[config.mk]
export PLATFORM = sky130hd
export DESIGN_NAME = phase_controller
export DESIGN_NICKNAME = d
export VERILOG_FILES = /design/src/rtl/phase_controller_pkg.sv /design/src/rtl/phase_counter.sv /design/src/rtl/phase_controller.sv
export SDC_FILE = /design/constraint.sdc
export NUM_CORES = 1
export LEC_CHECK = 0
export ABC_AREA = 1
export CORE_AREA = 2 2 39 41
export DETAILED_ROUTE_END_ITERATION = 6
export DIE_AREA = 0 0 41 43
export GPL_ROUTABILITY_DRIVEN = 0
export PLACE_DENSITY = 0.52
export SYNTH_ARGS = -nofsm -noshare
export SYNTH_HDL_FRONTEND = slang
export SYNTH_HIERARCHICAL = 1
export SYNTH_SLANG_ARGS = --single-unit
[constraint.sdc]
create_clock -name clk -period 2.25 [get_ports clk]
set_clock_uncertainty 0.1 [all_clocks]
set_input_delay 0.225 -clock clk [delete_from_list [all_inputs] [get_ports clk]]
set_output_delay 0.225 -clock clk [all_outputs]
set_load 0.02 [all_outputs]
[src/rtl/phase_controller_pkg.sv]
// Shared types for the phase controller: phase enum, opcode encodings,
// control-output bundle and the phase/opcode decode used by the top level.
package phase_controller_pkg;

    typedef enum logic [3:0] {
        INST_ADDR  = 4'd0,
        INST_FETCH = 4'd1,
        INST_LOAD  = 4'd2,
        IDLE       = 4'd3,
        OP_ADDR    = 4'd4,
        OP_FETCH   = 4'd5,
        ALU_OP     = 4'd6,
        STORE      = 4'd7,
        HALTED     = 4'd8
    } phase_e;

    localparam logic [2:0] OP_HLT = 3'd0;
    localparam logic [2:0] OP_SKZ = 3'd1;
    localparam logic [2:0] OP_ADD = 3'd2;
    localparam logic [2:0] OP_AND = 3'd3;
    localparam logic [2:0] OP_XOR = 3'd4;
    localparam logic [2:0] OP_LDA = 3'd5;
    localparam logic [2:0] OP_STO = 3'd6;
    localparam logic [2:0] OP_JMP = 3'd7;

    typedef struct packed {
        logic sel;
        logic rd;
        logic ld_ir;
        logic halt;
        logic inc_pc;
        logic ld_ac;
        logic ld_pc;
        logic wr;
        logic data_e;
    } ctrl_t;

    // Control values seen in INST_ADDR, which is also the reset state.
    localparam ctrl_t CTRL_RESET = 9'b1_0000_0000;

    function automatic logic is_aluop(input logic [2:0] op);
        return (op == OP_ADD) || (op == OP_AND) || (op == OP_XOR) || (op == OP_LDA);
    endfunction

    function automatic ctrl_t decode_ctrl(input phase_e ph, input logic [2:0] op,
                                          input logic zero);
        ctrl_t c;
        logic  aluop;
        c     = '0;
        aluop = is_aluop(op);
        case (ph)
            INST_ADDR:  c.sel = 1'b1;
            INST_FETCH: begin
                c.sel = 1'b1;
                c.rd  = 1'b1;
            end
            INST_LOAD, IDLE: begin
                c.sel   = 1'b1;
                c.rd    = 1'b1;
                c.ld_ir = 1'b1;
            end
            OP_ADDR: begin
                c.inc_pc = 1'b1;
                c.halt   = (op == OP_HLT);
            end
            OP_FETCH:   c.rd = aluop;
            ALU_OP: begin
                c.rd     = aluop;
                c.inc_pc = (op == OP_SKZ) && zero;
                c.ld_pc  = (op == OP_JMP);
                c.data_e = (op == OP_STO);
            end
            STORE: begin
                c.rd     = aluop;
                c.ld_ac  = aluop;
                c.ld_pc  = (op == OP_JMP);
                c.wr     = (op == OP_STO);
                c.data_e = (op == OP_STO);
            end
            HALTED:     c.halt = 1'b1;
            default:    c = '0;
        endcase
        return c;
    endfunction

endpackage

[src/rtl/phase_counter.sv]
// Three-bit free-running phase counter that wraps 7 -> 0 and freezes while
// hold_i is high.
module phase_counter (
    input  logic       clk,
    input  logic       rst_n,
    input  logic       hold_i,
    output logic [2:0] count_o
);

    logic [2:0] count_q;

    // NOTE: state registers use non-blocking assignments so every flop samples
    // pre-edge values regardless of process ordering.
    always_ff @(posedge clk or negedge rst_n) begin
        if (!rst_n) begin
            count_q <= 3'd0;
        end else if (!hold_i) begin
            count_q <= count_q + 3'd1;
        end
    end

    assign count_o = count_q;

endmodule

[src/rtl/phase_controller.sv]
// Eight-phase instruction sequencer with sticky or pulsed halt.
// Define PHASE_CTRL_REGOUT_EN to register all control outputs (same timing).
module phase_controller
    import phase_controller_pkg::*;
#(
    parameter bit HALT_STICKY = 1'b1
) (
    input  logic       clk,
    input  logic       rst,
    input  logic [2:0] opcode,
    input  logic       zero,
    output logic       sel,
    output logic       rd,
    output logic       ld_ir,
    output logic       halt,
    output logic       inc_pc,
    output logic       ld_ac,
    output logic       ld_pc,
    output logic       wr,
    output logic       data_e,
    output logic [2:0] phase
);

    logic       halted_q;
    logic       halted_d;
    logic [2:0] count;
    phase_e     state;
    ctrl_t      ctrl;

    always_ff @(posedge clk or negedge rst) begin
        if (!rst) begin
            halted_q <= 1'b0;
        end else begin
            halted_q <= halted_d;
        end
    end

    // NOTE: every combinational output gets a default first so no path
    // leaves it unassigned and infers a latch.
    always_comb begin
        state    = halted_q ? HALTED : phase_e'({1'b0, count});
        halted_d = halted_q;
        if (HALT_STICKY && (state == OP_ADDR) && (opcode == OP_HLT)) begin
            halted_d = 1'b1;
        end
    end

    // Holding on the next-state value keeps the phase frozen at OP_ADDR from
    // the very first HALTED cycle.
    phase_counter u_phase_counter (
        .clk     (clk),
        .rst_n   (rst),
        .hold_i  (halted_d),
        .count_o (count)
    );

`ifdef PHASE_CTRL_REGOUT_EN
    phase_e     state_nxt;
    logic [2:0] count_nxt;
    ctrl_t      ctrl_q;

    always_comb begin
        count_nxt = halted_d ? count : count + 3'd1;
        state_nxt = halted_d ? HALTED : phase_e'({1'b0, count_nxt});
    end

    always_ff @(posedge clk or negedge rst) begin
        if (!rst) begin
            ctrl_q <= CTRL_RESET;
        end else begin
            ctrl_q <= decode_ctrl(state_nxt, opcode, zero);
        end
    end

    assign ctrl = ctrl_q;
`else
    assign ctrl = decode_ctrl(state, opcode, zero);
`endif

    assign {sel, rd, ld_ir, halt, inc_pc, ld_ac, ld_pc, wr, data_e} = ctrl;
    assign phase = count;

endmodule

==> reports/results.tsv <==
stage	metric	value	unit
drt	drt_first_pass_iters	4	
drt	wl	755	µm
die	core	1380	µm²
synth	synth_nets	57	
pwr	p_leak	0.000252	µW
global_route	grt_pass1_vias	334	
timing	setup_viol_count_final	0	
clock_network	cts_setup_buffers	0	
clock_network	ctsHtreeMaxLevel	1	
layout	diodes	0	
worst_setup_path	cp-end-kind	output pin	
synth	ys_types	12	
synth	synthCells	50	
timing	rsz0062_at_grt	false	
global_route	grt_pass1_wl	1270	µm
pwr	power_switching	36.5	µW
placement	hpwlAfterDp	586	µm
pwr	p_per_area	346	nW/µm²
clock_network	cts_tree	done	
die	dieHeight	43	µm
clock_network	cts_buffers	3	
global_route	grt_max_degree	9	
pwr	p_total	178	µW
pwr	power_frac_clock	49.9	%
pwr	peakVddDrop	0.161	mV
drt	drt_iter0_drc	3	
worst_setup_path	worstPathMaxFanout	8	
synth	ys_top_cells_by_area	dfrtp_1 (33%), nand2_1 (21%), inv_1 (11%)	
timing	finalCritPeriodShare	89.7	%
synth	synth_area	302	µm²
die	dieArea	1760	µm²
timing	relSlewSlack	84.0	%
pwr	swShare	20.5	%
drt	drt-wirelength-per-cell	8.78	µm
synth	synth_sequential_area_ratio	33.2	%
synth	synth_top_area_share	33.2	%
drt	drc_errors	0	
timing	final.setup.tns	0	ns
drt	vias	349	
worst_setup_path	critPathKind	flop to output pin	
drt	antenna_left	0	
clock_network	ctsHoldBuffers	0	
worst_setup_path	start_kind	flop	
drt	vias_per_cell	4.06	
die	io_pins	18	
clock_network	path_clk_slew	0.04	ns
layout	drive_gt1_share	10.0	%
clock_network	root_buffer	clkbuf_4	
synth	synth_area_per_cell	6.03	µm²
timing	report.final.hold_viol_count	0	
layout	syn_to_final_growth	70.5	%
layout	nNetsFinal	79	
min_path	worst_hold_path_type	input pin to async pin	
run_status	outcome	finished, final reports clean	
placement	port_buffers	17	
pwr	p_comb_share	9.4	%
clock_network	cts.sink_count	4	
timing	final_max_slew_viol_count	0	
global_route	antenna_found_initial	0	
die	row_count	14	
pwr	p_int	142	µW
worst_setup_path	crit_arrival	1.69	ns
timing	fin_crit	2.02	ns
clock_network	clock_latency	0.23	ns
timing	tightest_slew	0.239	ns
die	fp.dieW	41	µm
global_route	grtUsageTotal	10.6	%
timing	fmax	495	MHz
run	drv_cap	0	
synth	yosysTopAreaCell	dfrtp_1	
die	start_util	21.8	%
clock_network	post_cts_resized	0	
pwr	p_seq_share	40.6	%
worst_setup_path	crit_required	1.92	ns
synth	ys_ff_latch	4	
clock_network	cts.path.max_buffers	2	
layout	final_cell_mix	nand2_1 (17), clkdlybuf4s50_1 (17), inv_1 (9)	
synth	yosysWarnings	6	
global_route	grt-ovfl-total	0	
## worst max-delay path, cell delays in order (launching register included)
cell and delay [ns]:
dfrtp_1 0.46, nand2_1 0.12, nor2_2 0.13, nand2_1 0.07, nand2_1 0.07, clkdlybuf4s50_1 0.60
## cell usage after synthesis
cell	number
a21oi_1	1
dfrtp_1	4
ha_1	1
inv_1	9
inv_2	2
nand2_1	17
nand2_2	1
nand3_1	4
nor2_1	6
nor2_2	1
nor3_1	3
xnor2_1	1
## power groups by stage
stage	logic (µW)	clock network [µW]	registers [µW]
2_1_floorplan	4.89	0	73.3
3_3_place_gp	17.1	0	73.2
3_5_place_dp	16.9	0	73.2
4_1_cts	17.0	92.4	72.3
5_1_grt	18.9	97.7	72.2
6_report	16.8	88.9	72.3
## area by class of cell
class | instances | area, µm²
clock buffer | 3 | 22.5
fill | 156 | 870
inverter | 11 | 41.3
multi-input combinational | 35 | 160
sequential | 4 | 100
tap | 16 | 20.0
timing repair buffer | 17 | 170
## routing by layer
layer  routed length [µm]  track usage [%]  up-vias
li1                     -                -      189
met3                   62             3.14        0
met5                    0                0        -
met4                    0             4.00        0
met2                  337             15.6       13
met1                  355             14.0      147
## registers in the layout (all words and copies together) (netlist names)
name	flops
u_phase_counter/count_o	3
halted_q	1
## through the flow
| stage | setup slack [ns] | hold WS [ns] | instance area, µm² | std cells | utilization [%] |
|---|---|---|---|---|---|
| 4_1_cts | 0.209 | 0.0850 | 514 | 86 | 37.2 |
| 3_5_place_dp | 0.242 | 0.337 | 492 | 83 | 35.5 |
| 6_report | 0.231 | 0.0890 | 514 | 86 | 37.2 |
| 2_1_floorplan | 0.769 | -0.171 | 302 | 50 | - |
| 5_1_grt | 0.0925 | 0.0945 | 514 | 86 | 37.2 |
| 3_3_place_gp | 0.244 | 0.340 | 492 | 83 | 35.5 |
## path summary, 6_finish.rpt
path,depth (start not counted),slack [ns],startpoint,end
min in group clk,1,0.48,u_phase_counter/count_o[0],u_phase_counter/count_o[0]
hold / removal,1,0.09,rst,u_phase_counter/count_o[0]
max in group asynchronous,1,1.80,rst,halted_q
setup / recovery,5,0.23,u_phase_counter/count_o[2],halt
hold reg to reg,1,0.48,u_phase_counter/count_o[0],u_phase_counter/count_o[0]
setup reg to reg,9,0.83,u_phase_counter/count_o[2],u_phase_counter/count_o[2]
## cell families (layout without fill, tap and decap cells)
group / count (synthesis) / in the layout / synth area share [%]
buf+inv: 11 / 31 / 13.7
flops: 4 / 4 / 33.2
compound gates: 1 / 1 / 1.66
simple gates: 32 / 32 / 44.4
fa+ha+maj: 1 / 1 / 4.15
xor+xnor: 1 / 1 / 2.91
Note: power is estimated with default switching activity, not from simulation.
